`config.mk`:
```
export PLATFORM = sky130hd
export DESIGN_NAME = audio_mixer
export DESIGN_NICKNAME = d
export VERILOG_FILES = /design/src/rtl/audio_mix_pkg.sv /design/src/rtl/mix_mac.sv /design/src/rtl/audio_mixer.sv
export SDC_FILE = /design/constraint.sdc
export NUM_CORES = 2
export LEC_CHECK = 0
export CORE_ASPECT_RATIO = 1.25
export CORE_UTILIZATION = 40
export CTS_CLUSTER_SIZE = 10
export DETAILED_ROUTE_END_ITERATION = 6
export REMOVE_ABC_BUFFERS = 1
export SETUP_SLACK_MARGIN = 0.3
export SLEW_MARGIN = 20
export SYNTH_ARGS = -nofsm -noshare
export SYNTH_HDL_FRONTEND = slang
export SYNTH_HIERARCHICAL = 1
export SYNTH_SLANG_ARGS = --single-unit
```
`constraint.sdc`:
```
create_clock -name clk_50mhz -period 16.3 [get_ports clk_50mhz]
set_input_delay 1.63 -clock clk_50mhz [delete_from_list [all_inputs] [get_ports clk_50mhz]]
set_output_delay 1.63 -clock clk_50mhz [all_outputs]
set_load 0.02 [all_outputs]
```
`src/rtl/audio_mix_pkg.sv`:
```
// Shared types, constants and saturation helpers for the audio mixer.
package audio_mix_pkg;

   typedef enum logic [1:0] {
      IDLE,
      ACCUM,
      SCALE,
      OUTPUT
   } mixer_state_t;

   localparam logic [7:0]         UNITY_GAIN = 8'd128;
   localparam logic signed [15:0] SMP_MAX    = 16'sd32767;
   localparam logic signed [15:0] SMP_MIN    = -16'sd32768;

   // Wide enough for the scaled mix at the largest channel count.
   localparam int SAT_IN_W = 64;
   localparam logic signed [SAT_IN_W-1:0] WIDE_MAX = 64'sd32767;
   localparam logic signed [SAT_IN_W-1:0] WIDE_MIN = -64'sd32768;

   typedef struct packed {
      logic               clip;
      logic signed [15:0] value;
   } sat_result_t;

   function automatic sat_result_t sat16(input logic signed [SAT_IN_W-1:0] x);
      sat_result_t r;
      r.clip  = 1'b0;
      r.value = x[15:0];
      if (x > WIDE_MAX) begin
         r.clip  = 1'b1;
         r.value = SMP_MAX;
      end else if (x < WIDE_MIN) begin
         r.clip  = 1'b1;
         r.value = SMP_MIN;
      end
      return r;
   endfunction

   // Magnitude for the peak meters; -32768 folds onto 32767.
   function automatic logic [14:0] abs15(input logic signed [15:0] s);
      logic [14:0] m;
      if (s == SMP_MIN) begin
         m = 15'h7fff;
      end else if (s < 0) begin
         m = 15'(-s);
      end else begin
         m = 15'(s);
      end
      return m;
   endfunction

endpackage

```
`src/rtl/mix_mac.sv`:
```
// One multiply-accumulate lane of the mixer; the top runs one lane per stereo side.
module mix_mac #(
   parameter int SMP_W  = 16,
   parameter int GAIN_W = 8,
   parameter int ACC_W  = 28
) (
   input  logic                     clk_i,
   input  logic                     reset_i,
   input  logic                     clear_i,
   input  logic                     en_i,
   input  logic                     mute_i,
   input  logic signed [SMP_W-1:0]  sample_i,
   input  logic        [GAIN_W-1:0] gain_i,
   output logic signed [ACC_W-1:0]  acc_o
);

   localparam int PROD_W = SMP_W + GAIN_W + 1;

   logic signed [PROD_W-1:0] prod;
   logic signed [ACC_W-1:0]  acc_q;
   logic signed [ACC_W-1:0]  acc_d;

   // Gain is unsigned Q1.7, so it is zero-extended before the signed multiply.
   always_comb begin
      prod = '0;
      if (!mute_i) begin
         prod = PROD_W'(sample_i) * PROD_W'($signed({1'b0, gain_i}));
      end
      acc_d = acc_q;
      if (clear_i) begin
         acc_d = '0;
      end else if (en_i) begin
         acc_d = acc_q + ACC_W'(prod);
      end
   end

   always_ff @(posedge clk_i) begin
      if (reset_i) begin
         acc_q <= '0;
      end else begin
         acc_q <= acc_d;
      end
   end

   assign acc_o = acc_q;

endmodule

```
`src/rtl/audio_mixer.sv`:
```
// Time-multiplexed stereo mixer: per-channel gain/mute, master volume, saturation, valid/ready out.
// Define MIXER_PEAK_METER_EN to add peak_left/peak_right meters and the peak_clr input.
module audio_mixer
   import audio_mix_pkg::*;
#(
   parameter int NUM_CH = 4,
   parameter int SMP_W  = 16,
   parameter int GAIN_W = 8
) (
   input  logic                       clk_50mhz,
   input  logic                       reset,
   input  logic                       sample_tick,
   input  logic [NUM_CH*SMP_W-1:0]    ch_left_in,
   input  logic [NUM_CH*SMP_W-1:0]    ch_right_in,
   input  logic [NUM_CH*GAIN_W-1:0]   ch_gain,
   input  logic [NUM_CH-1:0]          ch_mute,
   input  logic [GAIN_W-1:0]          master_vol,
   input  logic                       clip_clr,
   output logic signed [SMP_W-1:0]    out_left,
   output logic signed [SMP_W-1:0]    out_right,
   output logic                       out_valid,
   input  logic                       out_ready,
   output logic                       overrun,
   output logic                       clip_flag
`ifdef MIXER_PEAK_METER_EN
   ,
   input  logic                       peak_clr,
   output logic [SMP_W-2:0]           peak_left,
   output logic [SMP_W-2:0]           peak_right
`endif
);

   localparam int IDX_W  = (NUM_CH > 1) ? $clog2(NUM_CH) : 1;
   localparam int PROD_W = SMP_W + GAIN_W + 1;
   localparam int ACC_W  = PROD_W + $clog2(NUM_CH) + 1;
   localparam int SCL_W  = ACC_W + GAIN_W + 1;

   mixer_state_t state_q, state_d;
   logic [IDX_W-1:0] idx_q, idx_d;

   logic [NUM_CH*SMP_W-1:0]  snapLeft_q, snapRight_q;
   logic [NUM_CH*GAIN_W-1:0] snapGain_q;
   logic [NUM_CH-1:0]        snapMute_q;
   logic [GAIN_W-1:0]        snapMaster_q;

   logic signed [SMP_W-1:0] outLeft_q, outLeft_d;
   logic signed [SMP_W-1:0] outRight_q, outRight_d;
   logic outValid_q, outValid_d;
   logic overrun_q, overrun_d;
   logic clip_q, clip_d;

   logic snapEn, accClear, accEn;
   logic signed [SMP_W-1:0] laneLeft, laneRight;
   logic [GAIN_W-1:0]       laneGain;
   logic                    laneMute;
   logic signed [ACC_W-1:0] accLeft, accRight;
   logic signed [SCL_W-1:0] mulLeft, mulRight;
   sat_result_t satLeft, satRight;

   // Only the snapshot feeds the lanes, so live inputs may change freely mid-mix.
   always_ff @(posedge clk_50mhz) begin
      if (reset) begin
         snapLeft_q   <= '0;
         snapRight_q  <= '0;
         snapGain_q   <= '0;
         snapMute_q   <= '0;
         snapMaster_q <= '0;
      end else if (snapEn) begin
         snapLeft_q   <= ch_left_in;
         snapRight_q  <= ch_right_in;
         snapGain_q   <= ch_gain;
         snapMute_q   <= ch_mute;
         snapMaster_q <= master_vol;
      end
   end

   assign laneLeft  = snapLeft_q[int'(idx_q)*SMP_W +: SMP_W];
   assign laneRight = snapRight_q[int'(idx_q)*SMP_W +: SMP_W];
   assign laneGain  = snapGain_q[int'(idx_q)*GAIN_W +: GAIN_W];
   assign laneMute  = snapMute_q[idx_q];

   mix_mac #(.SMP_W(SMP_W), .GAIN_W(GAIN_W), .ACC_W(ACC_W)) u_mac_left (
      .clk_i    (clk_50mhz),
      .reset_i  (reset),
      .clear_i  (accClear),
      .en_i     (accEn),
      .mute_i   (laneMute),
      .sample_i (laneLeft),
      .gain_i   (laneGain),
      .acc_o    (accLeft)
   );

   mix_mac #(.SMP_W(SMP_W), .GAIN_W(GAIN_W), .ACC_W(ACC_W)) u_mac_right (
      .clk_i    (clk_50mhz),
      .reset_i  (reset),
      .clear_i  (accClear),
      .en_i     (accEn),
      .mute_i   (laneMute),
      .sample_i (laneRight),
      .gain_i   (laneGain),
      .acc_o    (accRight)
   );

   // Both shifts floor toward -inf; nothing is rounded.
   assign mulLeft  = SCL_W'(accLeft >>> 7)  * SCL_W'($signed({1'b0, snapMaster_q}));
   assign mulRight = SCL_W'(accRight >>> 7) * SCL_W'($signed({1'b0, snapMaster_q}));
   assign satLeft  = sat16(SAT_IN_W'(mulLeft >>> 7));
   assign satRight = sat16(SAT_IN_W'(mulRight >>> 7));

   always_comb begin
      state_d    = state_q;
      idx_d      = idx_q;
      snapEn     = 1'b0;
      accClear   = 1'b0;
      accEn      = 1'b0;
      outLeft_d  = outLeft_q;
      outRight_d = outRight_q;
      outValid_d = outValid_q;
      overrun_d  = sample_tick && (state_q != IDLE);
      clip_d     = clip_clr ? 1'b0 : clip_q;

      unique case (state_q)
         IDLE: begin
            if (sample_tick) begin
               snapEn   = 1'b1;
               accClear = 1'b1;
               idx_d    = '0;
               state_d  = ACCUM;
            end
         end
         ACCUM: begin
            accEn = 1'b1;
            if (idx_q == IDX_W'(NUM_CH - 1)) begin
               state_d = SCALE;
            end else begin
               idx_d = idx_q + 1'b1;
            end
         end
         SCALE: begin
            outLeft_d  = satLeft.value;
            outRight_d = satRight.value;
            outValid_d = 1'b1;
            if (satLeft.clip || satRight.clip) begin
               clip_d = 1'b1;
            end
            state_d = OUTPUT;
         end
         OUTPUT: begin
            if (outValid_q && out_ready) begin
               outValid_d = 1'b0;
               state_d    = IDLE;
            end
         end
         default: state_d = IDLE;
      endcase
   end

   always_ff @(posedge clk_50mhz) begin
      if (reset) begin
         state_q    <= IDLE;
         idx_q      <= '0;
         outLeft_q  <= '0;
         outRight_q <= '0;
         outValid_q <= 1'b0;
         overrun_q  <= 1'b0;
         clip_q     <= 1'b0;
      end else begin
         state_q    <= state_d;
         idx_q      <= idx_d;
         outLeft_q  <= outLeft_d;
         outRight_q <= outRight_d;
         outValid_q <= outValid_d;
         overrun_q  <= overrun_d;
         clip_q     <= clip_d;
      end
   end

   assign out_left  = outLeft_q;
   assign out_right = outRight_q;
   assign out_valid = outValid_q;
   assign overrun   = overrun_q;
   assign clip_flag = clip_q;

`ifdef MIXER_PEAK_METER_EN
   logic [SMP_W-2:0] peakLeft_q, peakLeft_d;
   logic [SMP_W-2:0] peakRight_q, peakRight_d;
   logic [SMP_W-2:0] magLeft, magRight;
   logic             accepted;

   assign accepted = (state_q == OUTPUT) && outValid_q && out_ready;
   assign magLeft  = abs15(outLeft_q);
   assign magRight = abs15(outRight_q);

   // Clearing first and then taking the max lets a same-cycle update beat the clear.
   always_comb begin
      peakLeft_d  = peak_clr ? '0 : peakLeft_q;
      peakRight_d = peak_clr ? '0 : peakRight_q;
      if (accepted) begin
         if (magLeft > peakLeft_d) begin
            peakLeft_d = magLeft;
         end
         if (magRight > peakRight_d) begin
            peakRight_d = magRight;
         end
      end
   end

   always_ff @(posedge clk_50mhz) begin
      if (reset) begin
         peakLeft_q  <= '0;
         peakRight_q <= '0;
      end else begin
         peakLeft_q  <= peakLeft_d;
         peakRight_q <= peakRight_d;
      end
   end

   assign peak_left  = peakLeft_q;
   assign peak_right = peakRight_q;
`else
   // The default build carries no meter state.
`endif

endmodule

```
==> flow_summary_export.csv <==
group,metric,value,unit
timing,setup_violations,0,
synthesis,netlist_instances,4146,
clocking,cts.repair.resized,0,
timing,tightest_slew,1040,ps
grt,grt_pass1_wl,134000,um
hold_path,hold_path_class,"reg -> reg",
synthesis,synthXorXnorAreaFrac,3.07,%
timing,timing.final.crit_share,52.3,%
timing,drv_slew,0,
timing,timing.fmax,117,MHz
cells_and_area,final_layout_size_suffix_gt1_share,3.82,%
drt,postRouteAntennaNets,0,
clocking,clock_sinks,267,
clocking,numCtsBuffers,36,
synthesis,synth_top_family_by_area,"adder cells",
worst_setup_path,worst-setup-path-type,"reg -> reg",
worst_setup_path,end_kind,"flip-flop",
drt,via_per_inst,4.98,
clocking,cts_setup_buffers,0,
drt,wl_per_cell,14.8,um
grt,grt_overflow,0,
synthesis,yosysWarnings,6,
clocking,htree_num_levels,2,
grt,grt.total_usage,18.5,%
drt,drc,0,
power_and_ir_drop,leakagePower,18.6,nW
power_and_ir_drop,p_comb_share,51.5,%
grt,grt_max_degree,90,
power_and_ir_drop,p_int,1.94,mW
worst_setup_path,crit_required,16740,ps
drt,first_iter_violations,1007,
clocking,clkTransAtPathRegs,50,ps
synthesis,synth_fa_ha_area_share,36.9,%
timing,max-slew-margin-rel,30.7,%
floorplan,die_h,331,um
worst_setup_path,critPathArrivalTime,8960,ps
power_and_ir_drop,seq_power_share,26.1,%
synthesis,ys.flop_type,"dfxtp_1",
synthesis,syn_avg_cell_area,8.34,um2
floorplan,start_util,40.4,%
synthesis,ys_ff_latch,267,
synthesis,yosys-mux-area-fraction,3.63,%
clocking,ctsRootBufferMaster,"clkbuf_16",
power_and_ir_drop,p_clk_share,22.4,%
place,port_buffers,211,
clocking,clockBufferDepth,3,
synthesis,synth_compound_area_share,12.0,%
power_and_ir_drop,powerDensity,89.7,mW/mm2
worst_setup_path,cp_max_fo,36,
synthesis,synthSimpleGateAreaFrac,19.4,%
floorplan,row_count,120,
cells_and_area,n_antenna_cell,0,
power_and_ir_drop,p_switching,1.53,mW
drt,wl,79600,um
grt,first_global_vias,27400,
grt,antenna_found_initial,0,
drt,dr.pass1.iters,4,
outcome,status,"finished clean",
floorplan,fp.coreArea,0.0856,mm2
drt,vias,26700,
power_and_ir_drop,p_sw_share,44.0,%
synthesis,synth_edf_count,0,
place,dp_hpwl,63000,um
clocking,clock_latency,560,ps
worst_setup_path,startpoint_type,"flip-flop",
place,place_congestion,0.857,
clocking,cts_hold_buf,0,
hold_path,holdPathStages,2,
synthesis,netlist_area,0.0346,mm2
synthesis,ys_types,87,
timing,grt_setup_unrepaired,"false",
floorplan,die_area,0.0876,mm2
timing,final.setup.tns,0,ps
cells_and_area,layout.nets,5167,
timing,hold_viol,0,
timing,holdWs,449,ps
timing,fin_crit,8520,ps
synthesis,synth-async-reset-ratio,0,%
synthesis,seq_area_frac_synth,15.5,%
cells_and_area,syn2layout_area_growth,11.9,%
timing,finClkSkew,24.2,ps
flow_run,cap_viol_max_count,0,
worst_setup_path,r2r_cells,22,
power_and_ir_drop,irDropWorstVdd,0.0744,mV
clocking,cts_tree,"yes",
floorplan,ioPinCount,212,
floorplan,die_w,265,um
==> synthesized netlist by cell type (13+ instances only) <==
| master | number | area, um2 |
|---|---|---|
| nand2_1 | 739 | 2770 |
| a21o_1 | 51 | 383 |
| nor2b_1 | 25 | 156 |
| fa_1 | 468 | 9370 |
| or3_1 | 15 | 93.8 |
| o21a_1 | 21 | 158 |
| o21ai_0 | 67 | 335 |
| mux2i_1 | 31 | 310 |
| a21oi_1 | 312 | 1560 |
| clkbuf_1 | 140 | 526 |
| nand2b_1 | 21 | 131 |
| xnor2_1 | 83 | 727 |
| nor2_1 | 170 | 638 |
| nand4_1 | 17 | 106 |
| inv_1 | 698 | 2620 |
| and2_1 | 315 | 1970 |
| dfxtp_1 | 267 | 5350 |
| mux4_2 | 41 | 923 |
| nand3_1 | 38 | 190 |
| a211oi_1 | 49 | 368 |
| xor2_1 | 38 | 333 |
| ha_1 | 271 | 3390 |
| o21bai_1 | 19 | 143 |
| nor3_1 | 34 | 170 |
| o211ai_1 | 14 | 105 |
| and3_1 | 13 | 81.3 |
==> logic make-up after synthesis <==
family,Yosys count
compound gates,649
xor+xnor,121
fa+ha+maj,739
buf+inv,862
flops,267
mux,74
simple gates,1434
==> critical path, cell delays in order (launching register included) <==
cell and delay (ps):
dfxtp_4 430, buf_4 620, mux4_2 910, and2_1 300, fa_1 480, fa_1 510, fa_1 520, inv_1 60
fa_1 470, inv_1 40, ha_1 370, nand4_1 150, a2111oi_0 400, nor2_1 190, a2111oi_2 490, nor3_1 140
nor3b_2 300, nor2_1 130, ha_1 230, a2111oi_0 860, a311oi_2 230, mux2i_1 170, a311o_1 320
==> power groups by stage <==
stage | Sequential (mW) | Clock (mW) | Combinational [mW]
after floorplan | 0.943 | 0 | 1.24
after global placement | 0.918 | 0 | 1.79
after detailed placement | 0.921 | 0 | 1.81
after CTS | 0.908 | 0.804 | 1.81
after global routing | 0.926 | 0.824 | 2.02
final | 0.906 | 0.776 | 1.79
==> final cells by class <==
| type | count | area, um2 |
|---|---|---|
| clock buffer | 46 | 978 |
| multi-input combinational | 3017 | 25900 |
| sequential | 267 | 5350 |
| clock inverter | 9 | 141 |
| fill | 8594 | 46900 |
| timing repair buffer | 231 | 2260 |
| inverter | 698 | 2630 |
| tap | 1098 | 1370 |
==> metrics by stage <==
stage	setup slack (ps)	util [%]	power, mW	instance area, um2	cells
after global routing	6960	45.2	3.77	38700	5366
final	7780	45.2	3.47	38700	5366
after global placement	7840	43.9	2.71	37500	5311
after floorplan	6920	-	2.18	33900	3982
after CTS	7700	45.2	3.53	38700	5366
after detailed placement	7720	43.9	2.73	37500	5311
==> registers in the layout, indices dropped and copies added (netlist names) <==
| register | count |
|---|---|
| snapLeft_q | 64 |
| snapRight_q | 64 |
| snapGain_q | 32 |
| u_mac_left/acc_o | 28 |
| u_mac_right/acc_o | 28 |
| out_left | 16 |
| out_right | 16 |
| snapMaster_q | 8 |
| snapMute_q | 4 |
| idx_q | 2 |
| state_q | 2 |
| clip_flag | 1 |
| out_valid | 1 |
| overrun | 1 |
==> layout by cell type, fill, tap and decap left out, types with 25 or more instances in the layout <==
cell             count
mux4_2              41
xor2_1              38
fa_1               468
nor2b_1             25
and2_1             315
ha_1               269
nor2_1             170
mux2i_1             31
dfxtp_1            263
xnor2_1             83
o21ai_0             67
nand3_1             38
inv_1              697
clkbuf_16           36
a21oi_1            312
a211oi_1            49
nand2_1            738
nor3_1              34
a21o_1              51
clkdlybuf4s50_1    210
==> layer usage <==
metal  vias to the layer above  GRT usage (%)  wire length (um)
met5                         -              0                 0
met4                         0           4.42              1500
met3                        70           1.80              2340
met2                       391           32.4             38400
met1                     12900           24.4             37300
li1                      13400              -                 -
==> path summary, 6_finish.rpt <==
path                                startpoint                    to  slack, ps
worst max-delay path                  idx_q[0]  u_mac_left/acc_o[26]       7780
worst max register to register        idx_q[0]  u_mac_left/acc_o[26]       7780
worst min-delay path            snapLeft_q[52]        snapLeft_q[52]        450
worst min register to register  snapLeft_q[52]        snapLeft_q[52]        450
Power figures use the tool's default switching activity.
